**config.mk**
```make
export PLATFORM = sky130hd
export DESIGN_NAME = rr_packet_allocator
export DESIGN_NICKNAME = d
export VERILOG_FILES = /design/src/rtl/rr_packet_allocator.sv
export SDC_FILE = /design/constraint.sdc
export NUM_CORES = 1
export LEC_CHECK = 0
export BUFFER_PORTS_ARGS = -buffer_cell sky130_fd_sc_hd__buf_2
export CAP_MARGIN = 20
export CORE_AREA = 8 8 68 70
export DETAILED_ROUTE_END_ITERATION = 7
export DIE_AREA = 0 0 76 78
export GPL_ROUTABILITY_DRIVEN = 0
export PLACE_DENSITY = 0.79
export RECOVER_POWER = 50
export SKIP_LAST_GASP = 1
export SLEW_MARGIN = 30
export SYNTH_ARGS = -nofsm -noshare
export SYNTH_HDL_FRONTEND = slang
export SYNTH_SLANG_ARGS = --single-unit
```
**constraint.sdc**
```tcl
create_clock -name clk -period 3.1 [get_ports clk]
set_input_delay 0.155 -clock clk [delete_from_list [all_inputs] [get_ports clk]]
set_output_delay 0.155 -clock clk [all_outputs]
set_load 0.1 [all_outputs]
```
**src/rtl/rr_packet_allocator.sv**
```systemverilog
// Round-robin output-port allocator: one idle cycle picks a header, then the winner owns the port for its whole packet.
// Grant is combinational from the locked owner, gated by dcts/empty/req; stalls hold owner, count and state indefinitely.
module rr_packet_allocator #(
  parameter int unsigned N_REQ     = 3,
  parameter int unsigned LEN_W     = 12,
  parameter logic [2:0]  HDR_TYPE  = 3'b001,
  parameter logic [2:0]  BODY_TYPE = 3'b010,
  parameter logic [2:0]  TAIL_TYPE = 3'b100
) (
  input  logic                   clk,
  input  logic                   rst,
  input  logic [N_REQ-1:0]       req,
  input  logic [N_REQ-1:0]       empty,
  input  logic [3*N_REQ-1:0]     flit_type,
  input  logic [LEN_W*N_REQ-1:0] length,
  input  logic                   dcts,
  output logic [N_REQ-1:0]       grant,
  output logic [N_REQ-1:0]       sel,
  output logic                   busy,
  output logic                   pkt_done,
  output logic                   len_err
);

  localparam int unsigned IDX_W = (N_REQ > 1) ? $clog2(N_REQ) : 1;

  typedef enum logic {IDLE, LOCK} state_t;

  state_t           state_q, state_d;
  logic [IDX_W-1:0] owner_q, owner_d;
  logic [IDX_W-1:0] ptr_q, ptr_d;
  logic [LEN_W-1:0] cnt_q, cnt_d;
  logic             len_gt1_q, len_gt1_d;
  logic             pkt_done_q, pkt_done_d;
  logic             len_err_q, len_err_d;

  logic [2:0]       ftype [N_REQ];
  logic [LEN_W-1:0] flen  [N_REQ];
  logic [N_REQ-1:0] cand;
  logic             found;
  logic [IDX_W-1:0] winner;
  logic             own_gnt, own_tail, last_flit;

  always_comb begin
    for (int i = 0; i < N_REQ; i++) begin
      ftype[i] = flit_type[3*i +: 3];
      flen[i]  = length[LEN_W*i +: LEN_W];
      cand[i]  = req[i] && !empty[i] && (flit_type[3*i +: 3] == HDR_TYPE);
    end
  end

  // Search starts just after the last owner, so the previous winner ranks last.
  always_comb begin
    int unsigned idx;
    idx    = 0;
    found  = 1'b0;
    winner = '0;
    for (int unsigned k = 1; k <= N_REQ; k++) begin
      idx = (32'(ptr_q) + k) % N_REQ;
      if (!found && cand[idx[IDX_W-1:0]]) begin
        found  = 1'b1;
        winner = idx[IDX_W-1:0];
      end
    end
  end

  always_comb begin
    state_d    = state_q;
    owner_d    = owner_q;
    ptr_d      = ptr_q;
    cnt_d      = cnt_q;
    len_gt1_d  = len_gt1_q;
    pkt_done_d = 1'b0;
    len_err_d  = len_err_q;
    own_gnt    = (state_q == LOCK) && dcts && !empty[owner_q] && req[owner_q];
    own_tail   = (ftype[owner_q] == TAIL_TYPE);
    last_flit  = own_gnt && ((cnt_q == LEN_W'(1)) || own_tail);
    case (state_q)
      IDLE: begin
        if (found) begin
          state_d   = LOCK;
          owner_d   = winner;
          cnt_d     = (flen[winner] == '0) ? LEN_W'(1) : flen[winner];
          len_gt1_d = (flen[winner] > LEN_W'(1));
        end
      end
      LOCK: begin
        if (own_gnt && own_tail && (cnt_q > LEN_W'(1))) begin
          len_err_d = 1'b1;
        end
        if (own_gnt && (cnt_q == LEN_W'(1)) && !own_tail && len_gt1_q) begin
          len_err_d = 1'b1;
        end
        if (last_flit) begin
          state_d    = IDLE;
          ptr_d      = owner_q;
          pkt_done_d = 1'b1;
          cnt_d      = '0;
        end else if (own_gnt) begin
          cnt_d = cnt_q - LEN_W'(1);
        end
      end
      default: state_d = IDLE;
    endcase
  end

  always_comb begin
    grant = '0;
    sel   = '0;
    if (state_q == LOCK) begin
      sel[owner_q]   = 1'b1;
      grant[owner_q] = own_gnt;
    end
  end

  assign busy     = (state_q == LOCK);
  assign pkt_done = pkt_done_q;
  assign len_err  = len_err_q;

  always_ff @(posedge clk) begin
    if (!rst) begin
      state_q    <= IDLE;
      owner_q    <= '0;
      ptr_q      <= IDX_W'(N_REQ - 1);
      cnt_q      <= '0;
      len_gt1_q  <= 1'b0;
      pkt_done_q <= 1'b0;
      len_err_q  <= 1'b0;
    end else begin
      state_q    <= state_d;
      owner_q    <= owner_d;
      ptr_q      <= ptr_d;
      cnt_q      <= cnt_d;
      len_gt1_q  <= len_gt1_d;
      pkt_done_q <= pkt_done_d;
      len_err_q  <= len_err_d;
    end
  end

endmodule
```
==> metrics, run 1 <==
Die Y around 78 um; sequential fraction of the synthesis area roughly a quarter; Reg power frac a little over two fifths; Post-Syn Instances around 220; Unique masters post-synth 53; clock power share approximately a quarter; met3 WL ~320 um; crit path max-delay cell type a2111o_1; setup_tns 0 ns; CTS resizes 0; Final min period about 2.8 ns; fmax around 360 MHz; Hold/Removal Path Class in2reg; Initial Util roughly 48%; final setup violation count 0; clk slew on worst S/H paths 0.11 ns; CP Class reg2reg; Final Max Tran Viols 0; first-pass GRT wire length 8328 um; antenna-violating nets left 0; largest net degree at the start of global routing 22; metal2 WL around 2500 um; # diodes 0; Syn Nets 279; core area ~3600 sq um; endpoint class of the critical path register; Post-synth ARST share 0%; Startpoint Class register; Worst Path Buf+Inv 1; Worst-Skew Late Latency roughly 0.31 ns; Post-CTS Setup Bufs 0; Die W ~76 um; Post-synth EDFFs 0; final wirelength roughly 5100 um; # rows 22; CTS tree yes; Area Growth Syn to Fin 20.57%; synthesized area per cell a little under 8 sq um; status completed; GRT Resource Usage Total 16.42%; Design Power 0.0006496 W; measured slew at the worst slew-check pin roughly 1.2 ns; detailed router's first-iteration violation count roughly 120; clock buffer depth 2; Initial DRT Pass Iterations 4; Lkg Pwr around 0.95 nW; share of layout cells above drive strength 1 around a quarter; number of CTS-inserted buffers 3; Tcrit/Tclk final 89.30%; vias in the first global route around 1800; Yosys top cell by area dfxtp_1; RSZ-0062 raised after global routing no; P per Cell Area between 300 and 400 nW/um^2; Metal-1 WL 2197 um; Port Buffers 62; # DRC 0; peak supply drop 0.0003515 V; Root Buffer clkbuf_4; number of top-level pins 63; DR vias/cell 5.746; #FFs+latches synth 20; max layer used met4; top area cells in the synthesized netlist dfxtp_1 24%, mux2i_1 8.2%, nor2_1 7.1%, a21oi_1 5.0%, nand2_1 3.1%; data required time at the worst endpoint 3.31 ns; grt ovf 0; Hold Vio Cnt, Final 0; CP top delay family compound AO/OA/AOI/OAI gates; sw power 0.0002158 W; Switching Fraction between 30% and 40%; Crit path arrival time slightly below 3 ns; Crit Path Max Fanout 21; crit-path max cell delay 0.63 ns; post-synth top area share 23.51%; Max-Cap Viols 0; Rel. slew slack between 20% and 30%; Post-CTS Hold Buffers 0; CP Cell Sequence inv_1 -> ha_1 -> and3_1 -> a2111o_1 -> a21oi_1 -> nor3_1 -> and3b_1 -> o41a_1; Layout Nets approximately 340; combinational share of power between 30% and 40%; skew final about 0.0028 ns; # clock sinks 20; Yosys warnings 0; die area between 5000 and 6000 sq um; ys flop type dfxtp_1; DR WL/cell about 16 um; Post-DP HPWL between 4000 and 5000 um; initial antenna violation count 0; htree depth 1; mapped cell area around 1700 sq um; Int Pwr between 0.0004 and 0.0005 W; routed vias ~1900
## Yosys cell counts (all sizes together), types with 3 or more instances
library cell and number:
nor3 10, o21ai 7, mux2i 14, nand2b 4
mux2 4, nor2b 3, xnor2 3, nand4 3
nor2 32, a21oi 18, a311oi 3, nand3 3
ha 4, o21a 3, dfxtp 20, and3 3
nand2 15, nor4 8, clkbuf 5, or3 4
inv 9, xor2 3, o22ai 3, buf 6
## metal layers
metal,track usage [%],vias to the layer above
met5,0,-
met4,6.078,0
met3,4.839,15
met2,29.82,80
met1,17.53,849
li1,-,935
## per-stage QoR
step / setup WS (ns) / hold WS, ns / util [%] / area (sq um) / cells
finish: 0.3318 / 0.1471 / 57.82 / 2053 / 327
global route: 0.1361 / 0.1533 / 57.82 / 2053 / 327
CTS: 0.3670 / 0.1524 / 58.81 / 2088 / 327
detailed placement: 0.3842 / 0.4576 / 57.79 / 2052 / 323
global placement: 0.4191 / 0.4458 / 57.79 / 2052 / 323
floorplan: -0.6428 / 0.4267 / - / 1714 / 221
## state kept, by name, summed over array words and instances, names as in the netlist
register,flops
cnt_q,12
pkt_done,1
ptr_q,2
busy,1
len_gt1_q,1
len_err,1
owner_q,2
## power groups by stage
stage	sequential [W]	combinational [W]	clock (W)
2_1_floorplan	0.000286	0.000147	0
3_5_place_dp	0.000283	0.000215	0
5_1_grt	0.000279	0.000237	0.000166
3_3_place_gp	0.000283	0.000211	0
4_1_cts	0.000277	0.000216	0.000157
6_report	0.000278	0.000216	0.000156
## area by class of cell
class	count	area (sq um)
repair buffers	65	319.1
well taps	48	60.06
inverters	9	33.78
clock buffers	4	36.28
flip-flops and latches	20	400.4
fillers	325	1498
multi-input cells	181	1204
## worst reg2reg max path: cells and delay by family (launching register included)
kind,cells,cell delay [ns]
AOI/OAI and AO/OA,3,1.37
buffers and inverters,1,0.06
DFF,1,0.38
adders and majority gates,1,0.35
and+or+nand+nor,3,0.51
## kinds of logic after synthesis
group	after synthesis	synth area share, %
AO/OA/AOI/OAI	53	22.85
XOR/XNOR	6	3.087
adder cells (fa/ha/maj)	5	3.600
buffers and inverters	20	5.216
flip-flops	20	23.51
multiplexers	18	10.87
AND/OR/NAND/NOR	99	30.86
## cell usage in the layout, fill, tap and decap left out, types with 6 or more instances in the layout
master	Yosys	layout
nor4_1	7	6
mux2i_1	14	14
buf_2	5	54
nor3_1	10	9
o21ai_0	7	7
nand2_1	14	15
inv_1	9	9
nor2_1	32	32
clkbuf_1	5	9
a21oi_1	17	17
dfxtp_1	20	20
## final timing paths
check             cells past startpoint                   from                    end  slack, ns
hold / removal                        2                    rst  ptr_q[1]$_SDFFE_PN1P_       0.15
setup reg to reg                      8  ptr_q[0]$_SDFFE_PN0P_  cnt_q[0]$_SDFFE_PN0P_       0.33
hold reg to reg                       2   len_err$_SDFFE_PN0P_   len_err$_SDFFE_PN0P_       0.49
setup / recovery                      8  ptr_q[0]$_SDFFE_PN0P_  cnt_q[0]$_SDFFE_PN0P_       0.33
Power figures use the tool's default switching activity.
==> run 2, diff against run 1 <==
--- a/config.mk
+++ b/config.mk
@@ -7,9 +7,9 @@
 export LEC_CHECK = 0
 export BUFFER_PORTS_ARGS = -buffer_cell sky130_fd_sc_hd__buf_2
 export CAP_MARGIN = 20
-export CORE_AREA = 8 8 68 70
+export CORE_AREA = 2 2 62 64
 export DETAILED_ROUTE_END_ITERATION = 7
-export DIE_AREA = 0 0 76 78
+export DIE_AREA = 0 0 64 66
 export GPL_ROUTABILITY_DRIVEN = 0
 export PLACE_DENSITY = 0.79
 export RECOVER_POWER = 50
==> run 2 against run 1 <==
Sequential cell count stayed put; final cell count is 0.31% lower; via count hardly changed; worst setup slack worse by 0.039 ns; worst hold slack better by 0.025 ns; sequential power hardly changed; critical path type unchanged.
==> metrics, run 2 (same netlist as run 1, synthesis figures left out) <==
CTS tree yes; # DRC 0; clk slew on worst S/H paths 0.11 ns; setup_tns 0 ns; data required time at the worst endpoint between 3 and 4 ns; peak supply drop ~0.00032 V; Switching Fraction 33.50%; Layout Nets between 300 and 400; Root Buffer clkbuf_4; Hold/Removal Path Class in2reg; DR vias/cell roughly 5.8; Hold Crit Depth 2; endpoint class of the critical path register; P per Cell Area about 300 nW/um^2; Initial Util 47.96%; core area around 3600 sq um; Port Buffers slightly above 60; Final min period ~2.8 ns; antenna-violating nets left 0; Fillers 341; Hold Vio Cnt, Final 0; Die W 64 um; # diodes 0; GRT Resource Usage Total a little under a quarter; Post-CTS Setup Bufs 0; Crit path arrival time 2.97 ns; final setup violation count 0; Post-DP HPWL between 3000 and 4000 um; Top Registers cnt_q (12), owner_q (2), ptr_q (2); DR WL/cell about 15 um; Startpoint Class register; DP Worst Slack between 0.3 and 0.4 ns; vias in the first global route approximately 1800; number of flip-flops under the largest register name 12; die area roughly 4200 sq um; sw power 0.0002030 W; Max-Cap Viols 0; Worst-Skew Late Latency roughly 0.3 ns; largest net degree at the start of global routing 22; Die Y around 66 um; fmax ~360 MHz; grt ovf 0; # clock sinks 20; Lkg Pwr between 0.9 and 1 nW; htree depth 1; Largest Register cnt_q; number of CTS-inserted buffers 3; clock power share 20.5%; Post-CTS Hold Buffers 0; detailed router's first-iteration violation count between 100 and 150; Rel. slew slack roughly 22%; Crit Path Max Fanout 13; Worst Reg-to-Reg Cells 11; commonest non-fill, non-tap cell in the layout buf_2; measured slew at the worst slew-check pin between 1 and 1.5 ns; Int Pwr approximately 0.00040 W; Final WS setup a little under 0.3 ns; most frequent cells in the layout 54 x buf_2, 32 x nor2_1, 20 x dfxtp_1; Post-Place Cells 323; RSZ-0062 raised after global routing no; clock buffer depth 2; skew final between 0.002 and 0.0025 ns; Area Growth Syn to Fin 18.96%; Tcrit/Tclk final between 90 and 100%; status completed; CP Class reg2reg; combinational share of power about 34%; # rows 22; CTS resizes 0; initial antenna violation count 0; number of top-level pins between 60 and 70; routed vias approximately 1900; Initial DRT Pass Iterations 4; share of layout cells above drive strength 1 a little over a quarter; Final Max Tran Viols 0; Layout Cells excl Fill approximately 330; Reg power frac about 46%; first-pass GRT wire length approximately 8000 um; final wirelength between 4000 and 5000 um
## run 2: cell type report
type / count / area, sq um / area share (%)
multi-input combinational: 181 / 1186 / 58.55
sequential: 20 / 400.4 / 19.77
timing repair buffer: 65 / 322.8 / 15.94
tap: 48 / 60.06 / 2.965
inverter: 9 / 33.78 / 1.668
clock buffer: 3 / 22.52 / 1.112
## run 2: power groups by stage
stage                     registers, W  clock network [W]  logic, W
after floorplan               0.000286                  0  0.000147
after global placement        0.000285                  0  0.000207
after detailed placement      0.000285                  0  0.000208
after CTS                     0.000279           0.000127  0.000210
after global routing          0.000281           0.000140  0.000224
final                         0.000279           0.000124  0.000203
## run 2: worst paths after layout
kind              slack [ns]                   from                      to
setup reg to reg        0.29  ptr_q[0]$_SDFFE_PN0P_  len_gt1_q$_SDFFE_PN0P_
hold reg to reg         0.49   len_err$_SDFFE_PN0P_    len_err$_SDFFE_PN0P_
hold / removal          0.17                    rst   ptr_q[1]$_SDFFE_PN1P_
setup / recovery        0.29  ptr_q[0]$_SDFFE_PN0P_  len_gt1_q$_SDFFE_PN0P_
## run 2: metrics by stage
stage | hold WS [ns] | power [W] | cell area, sq um | utilization, %
final | 0.1726 | 0.0006060 | 2026 | 57.05
after global routing | 0.1722 | 0.0006441 | 2026 | 57.05
after CTS | 0.1681 | 0.0006151 | 2074 | 58.42
after detailed placement | 0.4750 | 0.0004934 | 2052 | 57.79
after global placement | 0.4696 | 0.0004916 | 2052 | 57.79
after floorplan | 0.4267 | 0.0004328 | 1714 | -
## run 2: critical path: stages, from the launching register on
cell	delay (ns)
dfxtp_1	0.37
inv_1	0.05
ha_1	0.36
nor4b_1	0.35
a211oi_1	0.13
nand4_1	0.11
buf_4	0.23
mux2_2	0.35
mux2i_1	0.27
nand4_1	0.12
and3b_1	0.25
a21oi_1	0.07
## run 2: routing by layer
metal / GRT usage (%) / share of wire (%) / up-vias
met1: 27.50 / 42 / 862
li1: - / - / 927
met2: 43.49 / 49 / 75
met4: 7.609 / 2.1 / 0
met5: 0 / 0 / -
met3: 5.111 / 6.4 / 14
